## src/rtl/mem_wb_stage_if.sv

```systemverilog
// Execute-bundle input, data-memory bus and register-file write port for mem_wb_stage.
// master: execute stage + memory + register file side; slave: the stage itself.
interface mem_wb_stage_if;
  logic        in_valid;
  logic        in_ready;
  logic [31:0] exe_out;
  logic [31:0] store_data;
  logic [3:0]  rd;
  logic        is_load;
  logic        is_store;
  logic        needs_wb;
  logic [31:0] pc_in;
  logic        mem_req;
  logic        mem_we;
  logic [31:0] mem_addr;
  logic [31:0] mem_wdata;
  logic [31:0] mem_rdata;
  logic        mem_ack;
  logic        rf_we;
  logic [3:0]  rf_waddr;
  logic [31:0] rf_wdata;
  logic        retire;
  logic [31:0] pc_out;
  logic        mem_err;

  modport master (
    output in_valid, exe_out, store_data, rd, is_load, is_store, needs_wb, pc_in,
    output mem_rdata, mem_ack,
    input  in_ready, mem_req, mem_we, mem_addr, mem_wdata,
    input  rf_we, rf_waddr, rf_wdata, retire, pc_out, mem_err
  );

  modport slave (
    input  in_valid, exe_out, store_data, rd, is_load, is_store, needs_wb, pc_in,
    input  mem_rdata, mem_ack,
    output in_ready, mem_req, mem_we, mem_addr, mem_wdata,
    output rf_we, rf_waddr, rf_wdata, retire, pc_out, mem_err
  );
endinterface

```

## src/rtl/mem_wb_stage.sv

```systemverilog
// Memory-access / write-back stage: at most one req/ack memory transaction per
// instruction, then a single-cycle register-file write and retire pulse.
module mem_wb_stage #(
  parameter int unsigned TIMEOUT_CYCLES = 16
) (
  input logic            clk,
  input logic            rst,
  mem_wb_stage_if.slave  bus
);

  typedef enum logic [1:0] {StIdle, StMem, StWb} state_e;

  // Last MEM cycle index (counter value) before the request is abandoned.
  localparam logic [7:0] CntLimit = 8'(TIMEOUT_CYCLES - 1);

  state_e      state_q, state_d;
  logic [31:0] exe_q, exe_d;
  logic [31:0] sdata_q, sdata_d;
  logic [3:0]  rd_q, rd_d;
  logic        is_load_q, is_load_d;
  logic        is_store_q, is_store_d;
  logic        needs_wb_q, needs_wb_d;
  logic [31:0] pc_q, pc_d;
  logic [7:0]  cnt_q, cnt_d;
  logic        err_q, err_d;

  logic        rf_we_q, rf_we_d;
  logic [3:0]  rf_waddr_q, rf_waddr_d;
  logic [31:0] rf_wdata_q, rf_wdata_d;
  logic        retire_q, retire_d;
  logic [31:0] pc_out_q, pc_out_d;

  // Write-back source for the instruction leaving this cycle.
  logic        to_wb;
  logic        suppress;
  logic [3:0]  wb_rd;
  logic        wb_store;
  logic        wb_needs;
  logic [31:0] wb_pc;
  logic [31:0] wb_data;

  logic        mem_op;
  logic        in_mem;

  assign mem_op       = bus.is_load | bus.is_store;
  assign in_mem       = (state_q == StMem);
  assign bus.in_ready = (state_q == StIdle) && !rst;
  assign bus.mem_req  = in_mem;
  assign bus.mem_we   = in_mem && is_store_q;
  assign bus.mem_addr = in_mem ? exe_q : 32'h0;
  assign bus.mem_wdata = (in_mem && is_store_q) ? sdata_q : 32'h0;
  assign bus.rf_we    = rf_we_q;
  assign bus.rf_waddr = rf_waddr_q;
  assign bus.rf_wdata = rf_wdata_q;
  assign bus.retire   = retire_q;
  assign bus.pc_out   = pc_out_q;
  assign bus.mem_err  = err_q;

  // Next-state, bundle latching, timeout counting and write-back selection.
  always_comb begin
    state_d    = state_q;
    exe_d      = exe_q;
    sdata_d    = sdata_q;
    rd_d       = rd_q;
    is_load_d  = is_load_q;
    is_store_d = is_store_q;
    needs_wb_d = needs_wb_q;
    pc_d       = pc_q;
    cnt_d      = cnt_q;
    err_d      = err_q;
    to_wb      = 1'b0;
    suppress   = 1'b0;
    wb_rd      = rd_q;
    wb_store   = is_store_q;
    wb_needs   = needs_wb_q;
    wb_pc      = pc_q;
    wb_data    = exe_q;

    unique case (state_q)
      StIdle: begin
        if (bus.in_valid && bus.in_ready) begin
          exe_d      = bus.exe_out;
          sdata_d    = bus.store_data;
          rd_d       = bus.rd;
          is_load_d  = bus.is_load;
          is_store_d = bus.is_store;
          needs_wb_d = bus.needs_wb;
          pc_d       = bus.pc_in;
          // Retirement straight from IDLE uses the incoming bundle directly.
          wb_rd      = bus.rd;
          wb_store   = bus.is_store;
          wb_needs   = bus.needs_wb;
          wb_pc      = bus.pc_in;
          wb_data    = bus.exe_out;
          if (mem_op && (bus.exe_out[1:0] != 2'b00)) begin
            err_d    = 1'b1;
            suppress = 1'b1;
            to_wb    = 1'b1;
          end else if (mem_op) begin
            state_d = StMem;
            cnt_d   = 8'd0;
          end else begin
            to_wb = 1'b1;
          end
        end
      end
      StMem: begin
        // Ack wins over a simultaneous timeout.
        if (bus.mem_ack) begin
          to_wb = 1'b1;
          if (is_load_q && !is_store_q) begin
            wb_data = bus.mem_rdata;
          end
        end else if (cnt_q == CntLimit) begin
          to_wb    = 1'b1;
          suppress = 1'b1;
          err_d    = 1'b1;
        end else begin
          cnt_d = cnt_q + 8'd1;
        end
      end
      StWb: begin
        state_d = StIdle;
      end
      default: begin
        state_d = StIdle;
      end
    endcase

    if (to_wb) begin
      state_d = StWb;
    end

    rf_we_d    = to_wb && wb_needs && !wb_store && !suppress && (wb_rd != 4'd0);
    rf_waddr_d = to_wb ? wb_rd : 4'd0;
    rf_wdata_d = to_wb ? wb_data : 32'h0;
    retire_d   = to_wb;
    pc_out_d   = to_wb ? wb_pc : 32'h0;
  end

  // State, latched bundle and registered write-back outputs.
  always_ff @(posedge clk) begin
    if (rst) begin
      state_q    <= StIdle;
      exe_q      <= 32'h0;
      sdata_q    <= 32'h0;
      rd_q       <= 4'd0;
      is_load_q  <= 1'b0;
      is_store_q <= 1'b0;
      needs_wb_q <= 1'b0;
      pc_q       <= 32'h0;
      cnt_q      <= 8'd0;
      err_q      <= 1'b0;
      rf_we_q    <= 1'b0;
      rf_waddr_q <= 4'd0;
      rf_wdata_q <= 32'h0;
      retire_q   <= 1'b0;
      pc_out_q   <= 32'h0;
    end else begin
      state_q    <= state_d;
      exe_q      <= exe_d;
      sdata_q    <= sdata_d;
      rd_q       <= rd_d;
      is_load_q  <= is_load_d;
      is_store_q <= is_store_d;
      needs_wb_q <= needs_wb_d;
      pc_q       <= pc_d;
      cnt_q      <= cnt_d;
      err_q      <= err_d;
      rf_we_q    <= rf_we_d;
      rf_waddr_q <= rf_waddr_d;
      rf_wdata_q <= rf_wdata_d;
      retire_q   <= retire_d;
      pc_out_q   <= pc_out_d;
    end
  end

endmodule

```

## src/flat_wrapper.sv

```systemverilog
// flat-port wrapper written by rule: the top's interface ports become plain ports
module mem_wb_stage_flat 
#(
  parameter int unsigned TIMEOUT_CYCLES = 16
)
  (clk, rst, bus_in_valid, bus_exe_out, bus_store_data, bus_rd, bus_is_load, bus_is_store, bus_needs_wb, bus_pc_in, bus_mem_rdata, bus_mem_ack, bus_in_ready, bus_mem_req, bus_mem_we, bus_mem_addr, bus_mem_wdata, bus_rf_we, bus_rf_waddr, bus_rf_wdata, bus_retire, bus_pc_out, bus_mem_err);
  mem_wb_stage_if bus_i ();
  input logic clk;
  input logic rst;
  input wire logic [$bits(bus_i.in_valid)-1:0] bus_in_valid;
  input wire logic [$bits(bus_i.exe_out)-1:0] bus_exe_out;
  input wire logic [$bits(bus_i.store_data)-1:0] bus_store_data;
  input wire logic [$bits(bus_i.rd)-1:0] bus_rd;
  input wire logic [$bits(bus_i.is_load)-1:0] bus_is_load;
  input wire logic [$bits(bus_i.is_store)-1:0] bus_is_store;
  input wire logic [$bits(bus_i.needs_wb)-1:0] bus_needs_wb;
  input wire logic [$bits(bus_i.pc_in)-1:0] bus_pc_in;
  input wire logic [$bits(bus_i.mem_rdata)-1:0] bus_mem_rdata;
  input wire logic [$bits(bus_i.mem_ack)-1:0] bus_mem_ack;
  output wire logic [$bits(bus_i.in_ready)-1:0] bus_in_ready;
  output wire logic [$bits(bus_i.mem_req)-1:0] bus_mem_req;
  output wire logic [$bits(bus_i.mem_we)-1:0] bus_mem_we;
  output wire logic [$bits(bus_i.mem_addr)-1:0] bus_mem_addr;
  output wire logic [$bits(bus_i.mem_wdata)-1:0] bus_mem_wdata;
  output wire logic [$bits(bus_i.rf_we)-1:0] bus_rf_we;
  output wire logic [$bits(bus_i.rf_waddr)-1:0] bus_rf_waddr;
  output wire logic [$bits(bus_i.rf_wdata)-1:0] bus_rf_wdata;
  output wire logic [$bits(bus_i.retire)-1:0] bus_retire;
  output wire logic [$bits(bus_i.pc_out)-1:0] bus_pc_out;
  output wire logic [$bits(bus_i.mem_err)-1:0] bus_mem_err;
  assign bus_i.in_valid = bus_in_valid;
  assign bus_i.exe_out = bus_exe_out;
  assign bus_i.store_data = bus_store_data;
  assign bus_i.rd = bus_rd;
  assign bus_i.is_load = bus_is_load;
  assign bus_i.is_store = bus_is_store;
  assign bus_i.needs_wb = bus_needs_wb;
  assign bus_i.pc_in = bus_pc_in;
  assign bus_i.mem_rdata = bus_mem_rdata;
  assign bus_i.mem_ack = bus_mem_ack;
  assign bus_in_ready = bus_i.in_ready;
  assign bus_mem_req = bus_i.mem_req;
  assign bus_mem_we = bus_i.mem_we;
  assign bus_mem_addr = bus_i.mem_addr;
  assign bus_mem_wdata = bus_i.mem_wdata;
  assign bus_rf_we = bus_i.rf_we;
  assign bus_rf_waddr = bus_i.rf_waddr;
  assign bus_rf_wdata = bus_i.rf_wdata;
  assign bus_retire = bus_i.retire;
  assign bus_pc_out = bus_i.pc_out;
  assign bus_mem_err = bus_i.mem_err;
  mem_wb_stage #(.TIMEOUT_CYCLES(TIMEOUT_CYCLES)) u_core (.clk(clk), .rst(rst), .bus(bus_i));
endmodule
```

## config.mk

```make
export PLATFORM = sky130hd
export DESIGN_NAME = mem_wb_stage_flat
export DESIGN_NICKNAME = d
export VERILOG_FILES = /design/src/rtl/mem_wb_stage_if.sv /design/src/rtl/mem_wb_stage.sv /design/src/flat_wrapper.sv
export SDC_FILE = /design/constraint.sdc
export NUM_CORES = 1
export LEC_CHECK = 0
export ABC_AREA = 1
export CAP_MARGIN = 40
export CORE_ASPECT_RATIO = 1.2
export CORE_MARGIN = 4
export CORE_UTILIZATION = 50
export CTS_CLUSTER_SIZE = 14
export DETAILED_ROUTE_END_ITERATION = 8
export DONT_BUFFER_PORTS = 1
export SYNTH_ARGS = -nofsm -noshare
export SYNTH_HDL_FRONTEND = slang
export SYNTH_SLANG_ARGS = --single-unit
```

## constraint.sdc

```tcl
create_clock -name clk -period 1.71 [get_ports clk]
set_input_delay 0.342 -clock clk [delete_from_list [all_inputs] [get_ports clk]]
set_output_delay 0.342 -clock clk [all_outputs]
set_load 0.005 [all_outputs]
```

# Word-level counts from Yosys, hierarchy flattened
# Index checks and enable logic that the tools add are counted.
[word_totals]
ff_bits = 184
word_cells = 97
in_bits = 139
output_inout_bits = 138
[classes]
eq_ne = 13
n_bitwise = 3
mux = 40
n_reduce_logical = 24
n_addsub = 1
[ops]
columns = ["cell", "count"]
rows = [
  ["two-way mux 32 bit", 7],
  ["case mux 32 bit (2 select lines)", 1],
  ["two-way mux 8 bit", 5],
  ["two-way mux 1 bit", 16],
  ["case mux 8 bit (2 select lines)", 1],
  ["!= test 2 bit, second input constant", 6],
  ["logical AND 1 bit", 9],
  ["adder 8 x 1 -> 8 bit, second input constant", 1],
  ["== test 8 x 4 -> 1 bit, second input constant", 1],
  ["two-way mux 2 bit", 4],
  ["two-way mux 4 bit", 2],
  ["AND reduction 4 bit", 2],
  ["!= test 3 x 2 -> 1 bit, second input constant", 2],
  ["case mux 1 bit (2 select lines)", 3],
  ["AND reduction 6 bit", 1],
  ["AND reduction 5 bit", 1],
  ["logical NOT 1 bit", 4],
  ["!= test 2 x 1 -> 1 bit, second input constant", 2],
  ["case mux 2 bit (2 select lines)", 1],
  ["nonzero test 2 bit", 2],
  ["nonzero test 4 bit", 1],
  ["OR reduction 2 bit", 2],
  ["!= test 3 x 1 -> 1 bit, second input constant", 1],
  ["== test 2 x 1 -> 1 bit, second input constant", 1],
  ["4 further kinds", 5],
]

# Longest topological paths before layout
[logic_depth]
word_depth = 9
depth_mapped = 11

# Least setup slack after synthesis
# No wires, ideal clock.
[synth_timing]
kind = "register to output"
start = "register u_core.state_q[0]"
end = "output port bus_mem_wdata[10]"
arrival_time_ps = 1238
t_required_ps = 1368
path_stages_with_launch = 8
path_slack_ps = 130
path_cell_list = "dfxtp_1 > inv_2 > nor2_4 > inv_2 > nor2_1 > inv_1 > clkbuf_1 > nor2_1"
[synth_via]
elab_chain_cells = 3
[synth_rtl]
columns = ["item", "line", "text"]
rows = [
  ["start, declared", "mem_wb_stage.sv:16", "state_e state_q, state_d;"],
  ["start signal, assigned", "mem_wb_stage.sv:144", "state_q <= StIdle;"],
  ["start signal, assigned", "mem_wb_stage.sv:160", "state_q <= state_d;"],
  ["== test 2 x 1 -> 1 bit", "mem_wb_stage.sv:46", "assign in_mem = (state_q == StMem);"],
  ["logical AND 1 bit", "n/a", ""],
  ["net bus_mem_we", "flat_wrapper.sv:22", "output wire logic [$bits(bus_i.mem_we)-1:0] bus_mem_we;"],
  ["two-way mux 32 bit", "mem_wb_stage.sv:51", "assign bus.mem_wdata = (in_mem && is_store_q) ? sdata_q : 32'h0;"],
  ["end, declared", "flat_wrapper.sv:24", "output wire logic [$bits(bus_i.mem_wdata)-1:0] bus_mem_wdata;"],
]
# The timed path passes the listed nets, and every way through them passes these cells.

# Worst setup path after layout
[layout_timing]
start = "register u_core.state_q[0]"
end = "output port bus_mem_wdata[5]"
[layout_via]
elab_chain_cells = 3
[layout_rtl]
columns = ["item", "line"]
rows = [
  ["== test 2 x 1 -> 1 bit", "mem_wb_stage.sv:46"],
  ["logical AND 1 bit", "mem_wb_stage.sv:51"],
  ["two-way mux 32 bit", "mem_wb_stage.sv:51"],
]
# No other way between the ends.

==> metrics.md <==
| Metric | Value |
|---|---|
| Outcome | `finished with violations` |
| Violated checks | `negative setup slack` |
| Initial antenna violation count | `0` |
| WL per Instance | `15.6 µm` |
| Design area | `9080 µm²` |
| CTS Buffer Depth | `2` |
| Placed insts | `1238` |
| Final Setup Violations | `55` |
| Vias in the first global route | `5886` |
| CTS Sinks | `184` |
| DRC viols | `0` |
| P&R area growth vs syn | `22.1%` |
| CP top delay family | `simple AND/OR/NAND/NOR gates` |
| Register share of total power | `0.489` |
| Max-cap violations | `0` |
| Synthesized area per cell | `7.03 µm²` |
| Reg2reg path depth | `9` |
| Largest net degree at the start of global routing | `63` |
| Worst Slack Setup Final | `-0.0940 ns` |
| Worst-path clk slew | `0.07 ns` |
| Die area | `16900 µm²` |
| Post-route minimum period | `1.80 ns` |
| FF-to-FF setup slack | `0.07 ns` |
| #FFs+latches synth | `184` |
| GR peak layer | `met2` |
| Worst VDD drop | `0.000680 V` |
| Met3 GRT Util | `0.0678` |
| Critical path depth in cells | `7` |
| Syn nets | `1197` |
| Post-DP HPWL | `13.2 mm` |
| Die height | `142 µm` |
| TritonCTS clock tree | `done` |
| Initial Utilization | `0.514` |
| Unrepaired setup endpoints after global routing | `yes` |
| First-pass GRT wire length | `30.4 mm` |
| Hold crit path type | `input port to flip-flop` |
| First-pass DRT Iterations | `5` |
| # rows | `48` |
| Initial DRC Count | `487` |
| Number of vias per cell | `4.96` |
| Final Hold Vio Count | `0` |
| Fmax | `0.554 GHz` |
| Mapped cell area | `7430 µm²` |
| Pwr dens | `1020 nW/µm²` |
| Worst Setup End Kind | `output pin` |
| Fraction of layout cells with a size suffix above 1 | `0.174` |
| Die width | `119 µm` |
| LEAKAGE | `3.77 nW` |
| Most frequent cells in the layout | `inv_1, dfxtp_1, nand2_1` |
| Synth warn | `0` |
| Met2 Usage GRT | `0.378` |
| Pre-CTS setup slack | `-0.0400 ns` |
| Core area | `14500 µm²` |
| Antenna Nets Post-Route | `0` |
| Slowest CP cell | `dfxtp_2` |
| Cell internal pwr | `6.90 mW` |
| Sequential share of the synthesized area | `0.495` |
| CTS root buffer | `clkbuf_16` |
| CP cell instances | `inv_2 -> nor2_4 -> inv_4 -> nor2_4 -> inv_4 -> buf_12 -> nor2_2` |
| Met1 Use GR | `0.277` |
| Vias | `6366` |
| Final-stage net count | `1211` |
| Logic pwr share | `0.090` |
| Diode count | `0` |
| Total gr overflow | `0` |
| WL final | `20.0 mm` |
| Worst slew pin tran | `0.539 ns` |
| Mapped Cells | `1057` |
| Worst path required time | `1.37 ns` |
| CTS H-tree lvls | `4` |
| Worst-skew pair later-pin latency | `0.43 ns` |
| Power share of the clock group | `0.421` |
| Biggest cell delay along the critical path | `0.33 ns` |
| Clock skew | `0.0115 ns` |
| # IOs | `277` |
| Worst path bufs/invs | `4` |
| IO Port Bufs | `0` |
| Setup crit start kind | `flip-flop` |
| Fin cells | `1284` |
| DP Area | `7860 µm²` |
| P_sw | `2.39 mW` |
| Final worst-path cycle share | `1.05` |
| CTS buffer count | `17` |
| Routability cong. | `0.820` |
| Most common cell after layout, fill and taps aside | `inv_1` |
| Setup TNS | `-4.08 ns` |
| CP Max Fanout | `13` |
| Max-slew violation count | `0` |
| Crit path arrival time | `1.46 ns` |
| Sw frac | `0.257` |
| Worst setup path category | `flip-flop to output pin` |
| Hold depth | `2` |
| Synth cell types | `26` |
| Slew margin rel. | `0.641` |
| Global Route Usage Sum | `0.224` |
[final cells by class]
| cell class | count | area [µm²] |
|---|---|---|
| Clock inverter | 13 | 135 |
| Tap cell | 200 | 250 |
| Multi-Input combinational cell | 613 | 3110 |
| Inverter | 199 | 757 |
| Fill cell | 1344 | 5390 |
| Timing Repair Buffer | 56 | 687 |
| Sequential cell | 184 | 3690 |
| Clock buffer | 19 | 453 |
[sequential cells by signal, summed over array words and instances, names as in the netlist]
register / flops
u_core.sdata_q: 32
u_core.needs_wb_q: 1
u_core.exe_q: 32
u_core.bus.retire: 1
u_core.bus.pc_out: 32
u_core.is_load_q: 1
u_core.bus.rf_waddr: 4
u_core.bus.mem_err: 1
u_core.pc_q: 32
u_core.bus.rf_we: 1
u_core.is_store_q: 1
u_core.cnt_q: 8
u_core.bus.rf_wdata: 32
u_core.state_q: 2
u_core.rd_q: 4
[layer usage]
layer | vias to the layer above | routed length (µm)
met5 | - | 0
li1 | 3271 | -
met2 | 199 | 9870
met4 | 0 | 298
met1 | 2879 | 8350
met3 | 17 | 1480
[synth_stat cells]
cell | instances | share of area
nor2_1 | 156 | 0.079
nand2_2 | 1 | 0.00084
dfxtp_1 | 184 | 0.50
buf_4 | 4 | 0.0040
nor2_2 | 3 | 0.0025
nand4_1 | 24 | 0.020
o21bai_1 | 2 | 0.0020
inv_1 | 191 | 0.096
buf_2 | 13 | 0.0088
nand2_1 | 181 | 0.091
inv_2 | 8 | 0.0040
buf_1 | 2 | 0.0010
clkbuf_1 | 40 | 0.020
a211oi_1 | 1 | 0.0010
nor3b_1 | 1 | 0.0010
nor3_1 | 1 | 0.00067
a21oi_1 | 92 | 0.062
o21ai_1 | 16 | 0.011
o21ai_0 | 101 | 0.068
ha_1 | 1 | 0.0017
nand3_1 | 27 | 0.018
nand3_2 | 2 | 0.0027
buf_6 | 2 | 0.0030
xor2_1 | 1 | 0.0012
xnor2_1 | 1 | 0.0012
nor2_4 | 2 | 0.0030
[final timing paths]
check / startpoint / endpoint
worst max-delay path: u_core.state_q[0] / bus_mem_wdata[5]
worst min-delay path: bus_is_load / u_core.is_load_q
worst max register to register: u_core.state_q[0] / u_core.bus.rf_wdata[27]
worst min register to register: u_core.exe_q[0] / u_core.bus.rf_wdata[0]
[worst reg2reg max path: stages (launching register included)]
cell	delay, ns
dfxtp_2	0.32
buf_4	0.14
nor2_4	0.16
nand3_4	0.16
inv_6	0.13
nand2_1	0.10
nand3_4	0.13
nand2_8	0.11
clkbuf_16	0.22
a21oi_1	0.11
[logic make-up (layout without fill, tap and decap cells)]
group | after synthesis | after routing | share of synthesized area
and+or+nand+nor | 398 | 398 | 0.219
DFF | 184 | 184 | 0.495
adders and majority gates | 1 | 1 | 0.00168
AOI/OAI and AO/OA | 212 | 212 | 0.144
xor gates and xnor gates | 2 | 2 | 0.00236
buffers and inverters | 260 | 287 | 0.137
[power groups by stage]
stage | Combinational (mW) | Clock, mW | Sequential (mW)
after floorplan | 0.537 | 0 | 4.62
after detailed placement | 0.703 | 0 | 4.64
final | 0.836 | 3.91 | 4.55
after global placement | 0.695 | 0 | 4.64
after CTS | 0.776 | 4.01 | 4.55
after global routing | 0.953 | 4.17 | 4.56
[stage by stage]
| step | util | total power [mW] | hold slack (ns) |
|---|---|---|---|
| 3_3_place_gp | 0.543 | 5.34 | 0.423 |
| 6_report | 0.627 | 9.29 | 0.0834 |
| 2_1_floorplan | - | 5.16 | 0.430 |
| 4_1_cts | 0.608 | 9.33 | 0.0697 |
| 5_1_grt | 0.627 | 9.68 | 0.0751 |
| 3_5_place_dp | 0.543 | 5.35 | 0.424 |
[what timing repair did]
action,CTS,global route
cloned,1,4
setup buffers,4,5
pin swaps,3,5
setup endpoints to repair,73,127
hold buffers,1,0
resized for setup,88,39
endpoints found under the hold margin,62,0
(Power assumes the default switching activity.)
